**src/rtl/hsv_to_rgb_pipe.sv**
```systemverilog
// Streaming 3-stage HSV->RGB converter (hue sectors of width 43) with valid/ready on both sides.
// Define HSV2RGB_SKID_EN for a 2-entry output skid buffer and a registered in_ready.
module hsv_to_rgb_pipe #(
  parameter int unsigned USER_W = 2
) (
  input  logic              clk,
  input  logic              reset,
  input  logic              in_valid,
  output logic              in_ready,
  input  logic [7:0]        in_h,
  input  logic [7:0]        in_s,
  input  logic [7:0]        in_v,
  input  logic [USER_W-1:0] in_user,
  output logic              out_valid,
  input  logic              out_ready,
  output logic [7:0]        out_r,
  output logic [7:0]        out_g,
  output logic [7:0]        out_b,
  output logic [USER_W-1:0] out_user
);

  // Whole-pipe advance; every stage freezes together when low.
  logic adv;

  logic              s1_valid_q, s1_valid_d;
  logic [7:0]        s1_c_q, s1_c_d;
  logic [7:0]        s1_m_q, s1_m_d;
  logic [7:0]        s1_v_q, s1_v_d;
  logic [7:0]        s1_f_q, s1_f_d;
  logic [2:0]        s1_sec_q, s1_sec_d;
  logic [USER_W-1:0] s1_user_q, s1_user_d;

  logic              s2_valid_q, s2_valid_d;
  logic [7:0]        s2_x_q, s2_x_d;
  logic [7:0]        s2_m_q, s2_m_d;
  logic [7:0]        s2_v_q, s2_v_d;
  logic [2:0]        s2_sec_q, s2_sec_d;
  logic [USER_W-1:0] s2_user_q, s2_user_d;

  logic [15:0] sv_prod;
  logic [7:0]  c_new;
  logic [7:0]  f_new;
  logic [2:0]  sec_new;
  logic [15:0] cf_prod;
  logic [7:0]  x_new;
  logic [8:0]  mx_sum;
  logic [7:0]  mid;
  logic [7:0]  r3, g3, b3;

  always_comb begin
    sv_prod = 16'(in_s) * 16'(in_v);
    c_new   = 8'(sv_prod / 16'd255);
    if (in_h <= 8'd42) begin
      sec_new = 3'd0;
      f_new   = in_h;
    end else if (in_h <= 8'd84) begin
      sec_new = 3'd1;
      f_new   = 8'd85 - in_h;
    end else if (in_h <= 8'd127) begin
      sec_new = 3'd2;
      f_new   = in_h - 8'd85;
    end else if (in_h <= 8'd170) begin
      sec_new = 3'd3;
      f_new   = 8'd171 - in_h;
    end else if (in_h <= 8'd213) begin
      sec_new = 3'd4;
      f_new   = in_h - 8'd171;
    end else begin
      sec_new = 3'd5;
      f_new   = 8'(9'd256 - {1'b0, in_h});
    end

    s1_valid_d = s1_valid_q;
    s1_c_d     = s1_c_q;
    s1_m_d     = s1_m_q;
    s1_v_d     = s1_v_q;
    s1_f_d     = s1_f_q;
    s1_sec_d   = s1_sec_q;
    s1_user_d  = s1_user_q;
    if (adv) begin
      s1_valid_d = in_valid;
      s1_c_d     = c_new;
      s1_m_d     = in_v - c_new;
      s1_v_d     = in_v;
      s1_f_d     = f_new;
      s1_sec_d   = sec_new;
      s1_user_d  = in_user;
    end
  end

  always_comb begin
    cf_prod = 16'(s1_c_q) * 16'(s1_f_q);
    x_new   = 8'(cf_prod / 16'd43);

    s2_valid_d = s2_valid_q;
    s2_x_d     = s2_x_q;
    s2_m_d     = s2_m_q;
    s2_v_d     = s2_v_q;
    s2_sec_d   = s2_sec_q;
    s2_user_d  = s2_user_q;
    if (adv) begin
      s2_valid_d = s1_valid_q;
      s2_x_d     = x_new;
      s2_m_d     = s1_m_q;
      s2_v_d     = s1_v_q;
      s2_sec_d   = s1_sec_q;
      s2_user_d  = s1_user_q;
    end
  end

  // Stage 3 channel mapping; m+X cannot exceed V but is clamped anyway.
  always_comb begin
    mx_sum = 9'(s2_m_q) + 9'(s2_x_q);
    mid    = mx_sum[8] ? 8'hff : mx_sum[7:0];
    case (s2_sec_q)
      3'd0:    {r3, g3, b3} = {s2_v_q, mid, s2_m_q};
      3'd1:    {r3, g3, b3} = {mid, s2_v_q, s2_m_q};
      3'd2:    {r3, g3, b3} = {s2_m_q, s2_v_q, mid};
      3'd3:    {r3, g3, b3} = {s2_m_q, mid, s2_v_q};
      3'd4:    {r3, g3, b3} = {mid, s2_m_q, s2_v_q};
      default: {r3, g3, b3} = {s2_v_q, s2_m_q, mid};
    endcase
  end

  always_ff @(posedge clk) begin
    if (reset) begin
      s1_valid_q <= 1'b0;
      s1_c_q     <= '0;
      s1_m_q     <= '0;
      s1_v_q     <= '0;
      s1_f_q     <= '0;
      s1_sec_q   <= '0;
      s1_user_q  <= '0;
      s2_valid_q <= 1'b0;
      s2_x_q     <= '0;
      s2_m_q     <= '0;
      s2_v_q     <= '0;
      s2_sec_q   <= '0;
      s2_user_q  <= '0;
    end else begin
      s1_valid_q <= s1_valid_d;
      s1_c_q     <= s1_c_d;
      s1_m_q     <= s1_m_d;
      s1_v_q     <= s1_v_d;
      s1_f_q     <= s1_f_d;
      s1_sec_q   <= s1_sec_d;
      s1_user_q  <= s1_user_d;
      s2_valid_q <= s2_valid_d;
      s2_x_q     <= s2_x_d;
      s2_m_q     <= s2_m_d;
      s2_v_q     <= s2_v_d;
      s2_sec_q   <= s2_sec_d;
      s2_user_q  <= s2_user_d;
    end
  end

`ifdef HSV2RGB_SKID_EN
  localparam int unsigned EntW = USER_W + 24;

  // Stage 3 writes straight into the skid, so latency stays at 3.
  logic [EntW-1:0] skid_q [2];
  logic [EntW-1:0] skid_d [2];
  logic [1:0]      cnt_q, cnt_d;
  logic            rd_q, rd_d;
  logic            wr_q, wr_d;
  logic            rdy_q, rdy_d;
  logic            push, pop;

  assign adv      = rdy_q;
  assign in_ready = rdy_q;

  always_comb begin
    push   = s2_valid_q & adv;
    pop    = (cnt_q != 2'd0) & out_ready;
    skid_d = skid_q;
    wr_d   = wr_q;
    rd_d   = rd_q;
    if (push) begin
      skid_d[wr_q] = {s2_user_q, r3, g3, b3};
      wr_d         = ~wr_q;
    end
    if (pop) begin
      rd_d = ~rd_q;
    end
    cnt_d = cnt_q + {1'b0, push} - {1'b0, pop};
    rdy_d = (cnt_d != 2'd2);
  end

  always_ff @(posedge clk) begin
    if (reset) begin
      skid_q[0] <= '0;
      skid_q[1] <= '0;
      cnt_q     <= 2'd0;
      rd_q      <= 1'b0;
      wr_q      <= 1'b0;
      rdy_q     <= 1'b1;
    end else begin
      skid_q <= skid_d;
      cnt_q  <= cnt_d;
      rd_q   <= rd_d;
      wr_q   <= wr_d;
      rdy_q  <= rdy_d;
    end
  end

  assign out_valid                          = (cnt_q != 2'd0);
  assign {out_user, out_r, out_g, out_b}    = skid_q[rd_q];
`else
  logic              out_valid_q, out_valid_d;
  logic [7:0]        r_q, r_d, g_q, g_d, b_q, b_d;
  logic [USER_W-1:0] user_q, user_d;

  assign adv      = ~out_valid_q | out_ready;
  assign in_ready = adv;

  always_comb begin
    out_valid_d = out_valid_q;
    r_d         = r_q;
    g_d         = g_q;
    b_d         = b_q;
    user_d      = user_q;
    if (adv) begin
      out_valid_d = s2_valid_q;
      r_d         = r3;
      g_d         = g3;
      b_d         = b3;
      user_d      = s2_user_q;
    end
  end

  always_ff @(posedge clk) begin
    if (reset) begin
      out_valid_q <= 1'b0;
      r_q         <= '0;
      g_q         <= '0;
      b_q         <= '0;
      user_q      <= '0;
    end else begin
      out_valid_q <= out_valid_d;
      r_q         <= r_d;
      g_q         <= g_d;
      b_q         <= b_d;
      user_q      <= user_d;
    end
  end

  assign out_valid = out_valid_q;
  assign out_r     = r_q;
  assign out_g     = g_q;
  assign out_b     = b_q;
  assign out_user  = user_q;
`endif

endmodule

```
**config.mk**
```make
export PLATFORM = sky130hd
export DESIGN_NAME = hsv_to_rgb_pipe
export DESIGN_NICKNAME = d
export VERILOG_FILES = /design/src/rtl/hsv_to_rgb_pipe.sv
export SDC_FILE = /design/constraint.sdc
export NUM_CORES = 1
export LEC_CHECK = 0
export ABC_CLOCK_PERIOD_IN_PS = 13400
export BUFFER_PORTS_ARGS = -buffer_cell sky130_fd_sc_hd__buf_2
export CAP_MARGIN = 30
export CORE_ASPECT_RATIO = 0.7
export CORE_MARGIN = 8
export CORE_UTILIZATION = 35
export CTS_BUF_LIST = sky130_fd_sc_hd__clkbuf_2 sky130_fd_sc_hd__clkbuf_4 sky130_fd_sc_hd__clkbuf_8
export CTS_CLUSTER_SIZE = 40
export DETAILED_ROUTE_END_ITERATION = 6
export REMOVE_ABC_BUFFERS = 1
export SLEW_MARGIN = 0
export SYNTH_ARGS = -nofsm -noshare
export SYNTH_HDL_FRONTEND = slang
export SYNTH_SLANG_ARGS = --single-unit
```
**constraint.sdc**
```tcl
create_clock -name clk -period 13.4 [get_ports clk]
set_input_delay 0 -clock clk [delete_from_list [all_inputs] [get_ports clk]]
set_output_delay 0 -clock clk [all_outputs]
set_load 0.05 [all_outputs]
```
==> results.md <==
- The run finished with clean final reports.
- The clock latency on the worst-skew pair is 0.40 ns.
- The total iterations of the first detailed-routing run is 5.
- The startpoint of the worst hold path is in_h[7].
- Detailed routing placed a total of 16,800 um of wire on met2.
- In the layout the commonest cells are nand2_1, a21oi_1, nor2_1, inv_1, ha_1.
- The commonest non-fill, non-tap cell in the layout is nand2_1.
- The sort of element at the start of the critical path is a flip-flop.
- Data on the critical path is required at its endpoint by 13.72 ns.
- The headroom to the max-slew limit is 37.4%.
- The overall die area is 46,800 um^2.
- Of the synthesized area, sequential elements account for 13.6%.
- During placement, the flow inserted port buffers numbering 57.
- The first global-routing pass estimated 64,900 um of wire.
- In the global route stage, overall resource usage came out at 16.2%.
- For this block, the initial DRC count from the detailed router was 1,141.
- The warning count from the yosys run is 0.
- The path with the worst hold slack has its endpoint at s1_sec_q[2].
- The maximum fanout along the worst path is 10.
- The worst-case reg-to-reg path depth is 42.
- Across the run, the number of max-cap violations was 0.
- The share of layout cells above drive strength 1 is 11.1%.
- In this run the number of H-tree levels came out at 3.
- On the final layout, the worst clock skew is 0.0219 ns.
- In the final routed layout, each cell accounts on average for 16.1 um.
- The number of enable flip-flop cells after synthesis is 0.
- The number of unique standard cell types used by synthesis is 105.
- The pin count of the biggest net entering global routing is 96.
- The transition time at the pin with the least slew margin is 0.937 ns.
- The net total in the final layout is 2,114.
- The clock passes through at most 2 buffers.
- The uppermost layer routed is met5.
- The final-report max-slew violation count is 0.
- The total overflow left after global routing is 0.
- The family with the most delay on the worst path is compound AO/OA/AOI/OAI gates.
- Along the worst hold path, the cell count comes to 3.
- The worst path uses 96.1% of the clock period.
- The floorplan die width is 255 um.
- The detailed router put a total of 19,900 um of wire on met1.
- In this run the worst hold path is classified as in2reg.
- Counting flops with an async set or reset pin after synthesis yields a share of 0%.
- The initial antenna violation count is 3.
- The routed design could run at a clock period as short as 12.87 ns.
- In this run the mean area of a mapped cell was 7.49 um^2.
- STA puts the critical path data arrival time at 13.19 ns.
- The number of clock sinks seen by CTS is 95.
- Relative to the synthesized area, the layout overhead comes to 10.8%.
- The worst setup path is of the reg2reg kind.
- The critical path buffer and inverter count is 2.
- The instance count of the mapped netlist is 1,869.
- The worst slack on hold paths is 0.0963 ns.
- Buffers inserted during clock tree synthesis total 9.
- Once the floorplan was initialized, standard cells occupied 35.3% of the core.
- The top-level I/O count is 58.
- In this run, synthesis produced a sequential element count of 95.
- The cell that appears most often on the critical path is fa_1.
- The total wire length after detailed routing is 39,500 um.
- The root buffer cell chosen for the clock tree is clkbuf_8.
- The count of nets left with antenna violations after detail routing is 0.
- Among all flip-flop cells after synthesis, the most frequent one is dfxtp_1.
- The critical path's largest stage delay is 0.55 ns.
- The final weighted congestion of routability-driven global placement is 0.917.
- The startpoint of the worst register-to-register path is s1_f_q[6].
- The initialized floorplan defines 61 standard-cell rows.
- The die is 183 um tall.
- The endpoint of the worst-slack reg-to-reg timing path is s2_x_q[0].
- TritonCTS built the clock tree.
- The top achievable clock speed is 77.7 MHz.
- After clock tree synthesis, the clock-pin slew on the worst setup and hold paths is 0.11 ns.
- The worst setup path is captured at a flip-flop.
- The number of global-route vias before repair is 12,600.
- The half-perimeter wire length after placement is 30,200 um.
- Setup violations remaining at the end of the flow were counted as 0.
- The standard cell core area is 39,600 um^2.
- The synthesized netlist occupies a cell area of 14,000 um^2.
- The number of hold-slack violations in the final timing report was 0.
- The routed layout has 14,000 vias.
- In the routed design, unresolved DRC markers number 0.
- Summed over all nets, wire length on met3 after detailed routing comes to 2550 um.
- The library cell contributing the largest single delay on the critical path is fa_1.
- In this run the register-to-register setup slack is 0.53 ns.
- The per-cell via count in the routed design is 5.70.
[how the worst max path moves through the flow]
stage	from	endpoint	slack [ns]	cells past startpoint
6_report	s1_f_q[6]	s2_x_q[0]	0.53	42
5_1_grt	s1_f_q[6]	s2_x_q[0]	-0.07	43
4_1_cts	s1_c_q[3]	s2_x_q[0]	0.15	42
3_5_place_dp	s1_c_q[3]	s2_x_q[0]	-0.02	42
3_3_place_gp	s1_f_q[6]	s2_x_q[0]	0.46	42
2_1_floorplan	s1_c_q[1]	s2_x_q[0]	0.91	41
[logic make-up (layout without fill, tap and decap cells)]
kind of cell | Yosys count | count (layout) | synth area share, %
compound gates | 576 | 576 | 28.6
mux | 34 | 34 | 2.56
flops | 95 | 95 | 13.6
fa+ha+maj | 180 | 180 | 20.0
simple gates | 687 | 687 | 23.9
xor+xnor | 88 | 88 | 5.60
buf+inv | 209 | 253 | 5.76
other cells | 0 | 1 | 0
[final cells by class]
class | instances | area, um^2
clock inverter | 7 | 86.3
inverter | 132 | 497
antenna | 1 | 2.50
timing repair buffer | 105 | 696
sequential | 95 | 1910
multi-input combinational | 1565 | 11500
tap | 535 | 669
clock buffer | 9 | 124
fill | 4068 | 24100
[cells in the mapped netlist, types with 7 or more instances]
cell type	count	area, um^2
o31ai_1	16	120
o21bai_1	16	120
xor2_1	21	184
o211ai_1	23	173
o21ai_0	75	375
or2_2	7	43.8
nor4_1	12	75.1
a21oi_1	164	821
and3_1	15	93.8
a2111oi_0	8	70.1
nand2_1	219	822
a211oi_1	54	405
a211o_1	11	96.3
a22oi_1	7	52.6
a221o_1	9	90.1
fa_1	74	1480
nand2b_1	12	75.1
o21a_1	7	52.6
nand3_1	33	165
inv_1	130	488
mux2i_1	21	210
nor2b_1	18	113
o21ai_1	11	55.1
mux2_2	12	135
nor3_1	58	290
or3_1	8	50.1
o22ai_1	8	50.1
a221oi_1	17	149
nor2_1	156	586
nand4_1	11	68.8
clkbuf_1	60	225
xnor2_1	66	578
and2_1	100	626
a31oi_1	18	113
ha_1	102	1280
buf_2	8	40.0
dfxtp_1	95	1900
o211a_1	8	80.1
a21o_1	31	233
[flip-flops by register name, summed over array words and instances, names as in the netlist, 3 cells and up]
| register | count |
|---|---|
| s1_sec_q | 3 |
| s1_m_q | 8 |
| s2_x_q | 8 |
| s1_v_q | 8 |
| out_g | 8 |
| s2_sec_q | 3 |
| out_b | 8 |
| out_r | 8 |
| s1_c_q | 8 |
| s2_v_q | 8 |
| s2_m_q | 8 |
| s1_f_q | 8 |
[worst register-to-register path, delay by kind of cell (launching register included)]
family / cells / cell delay [ns]
AOI/OAI and AO/OA: 20 / 6.19
adders and majority gates: 6 / 2.78
and+or+nand+nor: 10 / 2.00
muxes: 2 / 0.78
DFF: 1 / 0.49
xor gates and xnor gates: 2 / 0.49
buffers and inverters: 2 / 0.09
[layer usage]
metal / vias up / GRT usage (%)
met2: 450 / 23.5
met4: 4 / 2.09
met1: 6640 / 25.2
met5: - / 0
li1: 6827 / -
met3: 30 / 2.64
[what timing repair did]
item | 4_1_cts | 5_1_grt
gates resized for setup | 1 | 51
endpoints found under the hold margin | 11 | 16
pin swaps | 0 | 2
endpoints found under the setup margin | 1 | 9
hold buffers | 11 | 1
setup buffers | 0 | 10
[stage by stage]
step	util [%]	cell area, um^2	std cells	setup WS, ns	TNS (ns)
final	39.2	15500	2449	0.525	0
after global routing	39.2	15500	2448	-0.0712	-0.0712
after CTS	38.3	15200	2436	0.147	0
after detailed placement	37.5	14800	2409	-0.0169	-0.0169
after global placement	37.5	14800	2408	0.461	0
after floorplan	-	13700	1792	0.910	0
Power is not shown: default switching activity piles up to over one toggle a cycle in this logic, so the estimate is an artifact.
